**src/rtl/block_lock_pkg.sv**
```systemverilog
// Shared types and helpers for the 64b/66b block-lock controller.
// Sync header encodings and the lock FSM state enum live here.
package block_lock_pkg;

  localparam logic [1:0] SH_DATA = 2'b01;
  localparam logic [1:0] SH_CTRL = 2'b10;

  typedef enum logic [1:0] {
    RESET_CNT    = 2'd0,
    TEST_SH      = 2'd1,
    SLIP_WAIT_ST = 2'd2
  } lock_state_t;

  // Only the two transition encodings are legal sync headers.
  function automatic logic is_valid_hdr(
    input logic [1:0] hdr
  );
    return (hdr == SH_DATA) || (hdr == SH_CTRL);
  endfunction

endpackage

```
**src/rtl/block_lock_fsm.sv**
```systemverilog
// Block-lock controller for the 64b/66b receive path.
// Slips block_sync until a clean 64-header window, then guards lock.
module block_lock_fsm
  import block_lock_pkg::*;
#(
  parameter int HDR_WIDTH    = 2,
  parameter int SH_CNT_MAX   = 64,
  parameter int SH_INVLD_MAX = 16,
  parameter int SLIP_WAIT    = 32,
  parameter int SLIP_CNT_W   = 8
) (
  input  logic                  i_clk,
  input  logic                  i_reset,
  input  logic [HDR_WIDTH-1:0]  i_sync_hdr,
  input  logic                  i_hdr_valid,
  output logic                  o_slip,
  output logic                  o_block_lock,
  output logic [SLIP_CNT_W-1:0] o_slip_cnt
);

  localparam int CNT_W  = $clog2(SH_CNT_MAX + 1);
  localparam int INV_W  = $clog2(SH_INVLD_MAX + 1);
  localparam int WAIT_W = $clog2(SLIP_WAIT + 1);

  localparam logic [CNT_W-1:0] CNT_LAST =
    CNT_W'(SH_CNT_MAX - 1);
  localparam logic [INV_W-1:0] INV_LAST =
    INV_W'(SH_INVLD_MAX - 1);
  localparam logic [WAIT_W-1:0] WAIT_LAST =
    WAIT_W'(SLIP_WAIT - 1);

  lock_state_t state;
  lock_state_t state_d;

  logic [CNT_W-1:0]      sh_cnt;
  logic [CNT_W-1:0]      sh_cnt_d;
  logic [INV_W-1:0]      invld_cnt;
  logic [INV_W-1:0]      invld_cnt_d;
  logic [WAIT_W-1:0]     wait_cnt;
  logic [WAIT_W-1:0]     wait_cnt_d;
  logic                  slip_d;
  logic                  lock_d;
  logic [SLIP_CNT_W-1:0] slip_cnt_d;

  logic hdr_bad;
  logic slip_hit;
  logic win_done;
  logic win_clean;

  // A bad header slips when unlocked or when it is the last straw.
  assign hdr_bad   = !is_valid_hdr(i_sync_hdr);
  assign slip_hit  = i_hdr_valid && hdr_bad &&
                     (!o_block_lock ||
                      invld_cnt == INV_LAST);
  assign win_done  = i_hdr_valid && (sh_cnt == CNT_LAST);
  assign win_clean = win_done && !hdr_bad &&
                     (invld_cnt == '0);

  // State register.
  always_ff @(posedge i_clk) begin
    if (i_reset) begin
      state <= RESET_CNT;
    end else begin
      state <= state_d;
    end
  end

  // Next-state logic; slip outranks window completion.
  always_comb begin
    state_d = state;
    unique case (state)
      RESET_CNT: begin
        state_d = TEST_SH;
      end
      TEST_SH: begin
        if (slip_hit) begin
          state_d = SLIP_WAIT_ST;
        end else if (win_done) begin
          state_d = RESET_CNT;
        end
      end
      SLIP_WAIT_ST: begin
        if (wait_cnt == WAIT_LAST) begin
          state_d = RESET_CNT;
        end
      end
      default: begin
        state_d = RESET_CNT;
      end
    endcase
  end

  // Counter and output next values.
  always_comb begin
    sh_cnt_d    = sh_cnt;
    invld_cnt_d = invld_cnt;
    wait_cnt_d  = wait_cnt;
    slip_d      = 1'b0;
    lock_d      = o_block_lock;
    slip_cnt_d  = o_slip_cnt;
    unique case (state)
      RESET_CNT: begin
        sh_cnt_d    = '0;
        invld_cnt_d = '0;
        wait_cnt_d  = '0;
      end
      TEST_SH: begin
        wait_cnt_d = '0;
        if (i_hdr_valid) begin
          sh_cnt_d = sh_cnt + CNT_W'(1);
          if (hdr_bad) begin
            invld_cnt_d = invld_cnt + INV_W'(1);
          end
        end
        if (slip_hit) begin
          slip_d = 1'b1;
          lock_d = 1'b0;
          if (o_slip_cnt != '1) begin
            slip_cnt_d = o_slip_cnt + SLIP_CNT_W'(1);
          end
        end else if (win_clean) begin
          lock_d = 1'b1;
        end
      end
      SLIP_WAIT_ST: begin
        wait_cnt_d = wait_cnt + WAIT_W'(1);
      end
      default: begin
        sh_cnt_d    = '0;
        invld_cnt_d = '0;
        wait_cnt_d  = '0;
      end
    endcase
  end

  // Registered counters and outputs.
  always_ff @(posedge i_clk) begin
    if (i_reset) begin
      sh_cnt       <= '0;
      invld_cnt    <= '0;
      wait_cnt     <= '0;
      o_slip       <= 1'b0;
      o_block_lock <= 1'b0;
      o_slip_cnt   <= '0;
    end else begin
      sh_cnt       <= sh_cnt_d;
      invld_cnt    <= invld_cnt_d;
      wait_cnt     <= wait_cnt_d;
      o_slip       <= slip_d;
      o_block_lock <= lock_d;
      o_slip_cnt   <= slip_cnt_d;
    end
  end

endmodule

```
**config.mk**
```make
export PLATFORM = sky130hd
export DESIGN_NAME = block_lock_fsm
export DESIGN_NICKNAME = d
export VERILOG_FILES = /design/src/rtl/block_lock_pkg.sv /design/src/rtl/block_lock_fsm.sv
export SDC_FILE = /design/constraint.sdc
export NUM_CORES = 1
export LEC_CHECK = 0
export CELL_PAD_IN_SITES_DETAIL_PLACEMENT = 1
export CELL_PAD_IN_SITES_GLOBAL_PLACEMENT = 1
export CORE_UTILIZATION = 46
export CTS_CLUSTER_DIAMETER = 40
export DETAILED_ROUTE_END_ITERATION = 12
export PLACE_DENSITY = 0.8
export SLEW_MARGIN = 5
export SYNTH_ARGS = -nofsm -noshare
export SYNTH_HDL_FRONTEND = slang
export SYNTH_SLANG_ARGS = --single-unit
```
**constraint.sdc**
```tcl
create_clock -name i_clk -period 3.1 [get_ports i_clk]
set_input_delay 0.93 -clock i_clk [delete_from_list [all_inputs] [get_ports i_clk]]
set_output_delay 0.93 -clock i_clk [all_outputs]
set_load 0.03 [all_outputs]
```
**Word-level counts from Yosys, hierarchy flattened**

Cells that the tools add are included.

- Add/subtract/negate cells: 4
- $mul: 0
- Divide/modulo/power cells: 0
- $lt $le $gt $ge: 0
- Equality and inequality tests: 12
- Shifts and indexed selects: 0
- Muxes and demuxes: 12
- Bitwise operators: 2
- Reductions and logical operators: 19

Operators with widths:

| kind | number |
|---|---|
| $pmux W7 S2 | 1 |
| $mux W5 | 2 |
| $pmux W5 S2 | 1 |
| $add A8 B1 Y8 const B | 1 |
| $ne A8 B8 Y1 const B | 1 |
| $add A7 B1 Y7 const B | 1 |
| $eq A7 B6 Y1 const B | 1 |
| $mux W7 | 1 |
| $add A6 B1 Y6 const B | 1 |
| $eq A6 B5 Y1 const B | 1 |
| $mux W2 | 3 |
| $ne A2 B2 Y1 const B | 3 |
| $pmux W2 S3 | 1 |
| $reduce_and A2 Y1 | 3 |
| $reduce_and A3 Y1 | 2 |
| $add A5 B1 Y5 const B | 1 |
| $eq A5 B4 Y1 const B | 1 |
| $logic_and A1 B1 Y1 | 5 |
| $logic_not A5 Y1 | 1 |
| $eq A2 B1 Y1 const B | 2 |
| $eq A2 B2 Y1 const B | 2 |
| $reduce_or A2 Y1 | 2 |
| $mux W1 | 3 |
| $ne A3 B3 Y1 const B | 1 |
| other kinds (5) | 8 |

- Flip-flop bits (word level): 30
- Bits in latches: 0
- Bits in writable memories: 0
- Memory bits (read-only): 0
- Memories kept: 0

**Longest topological paths before layout**

- Depth after elaboration: 7
- Gate-level depth with buffers: 8

**Worst setup path before layout**

OpenSTA, ideal clock, no wires.

- Path type: input-to-reg
- Start: in i_hdr_valid
- End: reg o_slip_cnt[5]
- Arrival time: 1.991 ns
- Data required time: 3.030 ns
- Path slack: 1.039 ns
- Stages on the path: 6
- Cell sequence: and3b_1 buf_6 nand3_4 buf_6 or4_1 a21oi_1

- Longest elaborated chain between the ends: 3

Ends and longest elaborated chain:

| what | line | RTL |
|---|---|---|
| start: declaration | block_lock_fsm.sv:15 | `input logic i_hdr_valid,` |
| $logic_and A1 B1 Y1 (2 in a row) | block_lock_fsm.sv:52 | `assign slip_hit = i_hdr_valid && hdr_bad &&` |
| $reduce_and A3 Y1 (no line) | - |  |
| end signal: assignment | block_lock_fsm.sv:151 | `o_slip_cnt <= slip_cnt_d;` |
| end: declaration | block_lock_fsm.sv:18 | `output logic [SLIP_CNT_W-1:0] o_slip_cnt` |

No other way between the ends.
A chain may end at the register's enable or synchronous reset.

**Worst setup path in the final report**

- Start: in i_hdr_valid
- End: reg o_slip_cnt[3]

Same word-level chain as after synthesis.

==> impl_metrics.env <==
export IMPL_dpl_cell_area_mm2=0.001660
export IMPL_n_fill_cell=373
export IMPL_clk_pin_slew_ns=0.10
export IMPL_synth_warnings=0
export IMPL_holdWs_ns=0.4774
export IMPL_finClkSkew_ns=0.01921
export IMPL_cts_tree="yes"
export IMPL_wl_met2_um=1647
export IMPL_hold_viol=0
export IMPL_netlist_instances=165
export IMPL_num_vias=1272
export IMPL_design_area_mm2=0.001720
export IMPL_gp_congestion=0.8190
export IMPL_multiInputGateArea_um2=830.8
export IMPL_fin_util_pct=55.89
export IMPL_status="finished, final reports clean"
export IMPL_irDropWorstVdd_mv=0.2643
export IMPL_met3_length_um=131
export IMPL_mappedNetlistArea_mm2=0.001496
export IMPL_wl_per_cell_um=14.85
export IMPL_routed_wl_um=3385
export IMPL_row_count=20
export IMPL_max_slew_margin_pct=57.01
export IMPL_required_ns=3.38
export IMPL_arrival_ns=2.76
export IMPL_setup_violations_final=0
export IMPL_synth_common_cells="dfxtp_1, nor2_1, nand3_1"
export IMPL_finalSetupTns_ns=0
export IMPL_cts_sinks=30
export IMPL_synth_top_area_cell="dfxtp_1"
export IMPL_ios=15
export IMPL_yosys_register_bits=30
export IMPL_cts_root_buf="clkbuf_4"
export IMPL_num_antenna_cells=0
export IMPL_hold_path_class="reg -> reg"
export IMPL_synth_most_common_cell="dfxtp_1"
export IMPL_route_detailed_drc=0
export IMPL_cts_repair_resize_count=0
export IMPL_synth_edf_count=0
export IMPL_fin_crit_sh_pct=80.12
export IMPL_htreeDepth=2
export IMPL_area_delta_synth_final_pct=14.97
export IMPL_io_buffers=14
export IMPL_critical_path_class="in -> reg"
export IMPL_grt_max_degree=15
export IMPL_hold_buffers=0
export IMPL_postSynthAreaPerCell_um2=9.069
export IMPL_antenna_found_initial=0
export IMPL_maxSlewViolCount=0
export IMPL_cts_max_path_buffers=2
export IMPL_core_mm2=0.003078
export IMPL_track_usage_pct=22.37
export IMPL_die_w_um=59.04
export IMPL_grt_setup_unrepaired="false"
export IMPL_p_per_area_mw_per_mm2=415.1
export IMPL_drive_gt1_share_pct=8.696
export IMPL_worst_pin_slew_ns=0.6436
export IMPL_ys_flop_type="dfxtp_1"
export IMPL_async_flop_share_pct=0
export IMPL_firstDrtPassIters=4
export IMPL_p_leak_uw=0.0006000
export IMPL_ff2ff_setup_slack_ns=1.13
export IMPL_vias_per_cell=5.579
export IMPL_grt_pass1_vias=1297
export IMPL_startpoint_type="input pin"
export IMPL_die_h_um=59.04
export IMPL_register_area_um2=600.6
export IMPL_overflow=0
export IMPL_antenna_left=0
export IMPL_dr_max_layer_used="met4"
export IMPL_syn_nets=176
export IMPL_drt_iter0_drc=41
export IMPL_postCtsSetupRepairBufs=0
export IMPL_end_kind="flop"
export IMPL_cap_violations=0
export IMPL_post_dp_hpwl_um=2462
export IMPL_wl_met1_um=1566
export IMPL_cts_buffers=5
export IMPL_yosysSeqAreaShare_pct=40.13
export IMPL_num_nets_final=194
export IMPL_clkLatencyLatePin_ns=0.34
export IMPL_critPathMaxFanout=12
export IMPL_yosys_cell_types_count=44
export IMPL_grt_pass1_wl_um=5768
export IMPL_dieArea_mm2=0.003485
export IMPL_synth_area_top_cells="dfxtp_1, nor2_1, ha_1"
export IMPL_initial_utilization_pct=48.62
export IMPL_synth_top_area_share_pct=40.13
export IMPL_fmax_mhz=402.6
export IMPL_finalCriticalPeriod_ns=2.484
cells in the final DEF (no fill, tap or decap), types with 3 or more instances in the layout:
cell,count
nor2_1,23
nor3b_1,3
xnor2_1,5
clkbuf_4,5
and3_1,3
inv_1,5
a21oi_1,9
o21ai_0,4
ha_1,6
or4_1,3
or3_1,3
xor2_1,6
dfxtp_1,30
nor3_1,6
nand3_1,10
nand2_1,7
clkdlybuf4s50_1,14
nor2b_1,4
metal layers:
layer  vias up  track usage (%)
met3         6            7.642
met5         -                0
met2        19            36.36
met1       615            27.56
li1        632                -
met4         0            7.823
per-stage QoR:
step,total power [uW],instances,setup slack [ns]
6_report,714.2,228,0.6162
5_1_grt,753.6,228,0.5602
4_1_cts,721.4,228,0.6377
3_5_place_dp,474.7,220,0.2872
3_3_place_gp,471.8,220,0.3215
2_1_floorplan,452.9,165,1.039
worst max-delay path, stage by stage:
cell and delay [ns]:
clkdlybuf4s50_1 0.61, and3b_1 0.36, nand3_4 0.18, or4_1 0.53, a21oi_1 0.15
area by class of cell:
type / instances / share of cell area [%]
repair buffers: 16 / 9.018
inverters: 5 / 1.091
flip-flops and latches: 30 / 34.91
clock buffers: 7 / 3.200
well taps: 44 / 3.200
clock inverters: 1 / 0.2909
multi-input cells: 125 / 48.29
report_power, final:
group	total, uW	switching, uW	internal (uW)
logic	67.8	40.2	27.6
registers	398	7.26	391
clock network	248	139	110
total	714	186	528
registers in the layout (all words and copies together) (netlist names):
| signal | flops |
|---|---|
| o_slip_cnt | 8 |
| state | 2 |
| wait_cnt | 6 |
| o_slip | 1 |
| sh_cnt | 7 |
| invld_cnt | 5 |
| o_block_lock | 1 |
logic make-up (layout without fill, tap and decap cells):
logic type                 count (synthesis)  count (layout)  synth area share, %
and+or+nand+nor                           77              77                28.35
DFF                                       30              30                40.13
AOI/OAI and AO/OA                         27              27                11.71
xor gates and xnor gates                  12              12                8.278
buffers and inverters                     10              29                4.348
adders and majority gates                  6               6                5.017
muxes                                      3               3                2.174
worst paths after layout:
path	start	endpoint	cells past startpoint
setup / recovery	i_hdr_valid	o_slip_cnt[3]$_SDFFE_PP0P_	5
hold / removal	wait_cnt[0]$_SDFF_PP0_	wait_cnt[0]$_SDFF_PP0_	1
setup reg to reg	invld_cnt[0]$_SDFFE_PP0P_	o_slip_cnt[3]$_SDFFE_PP0P_	7
hold reg to reg	wait_cnt[0]$_SDFF_PP0_	wait_cnt[0]$_SDFF_PP0_	1
Note: power is estimated with default switching activity, not from simulation.
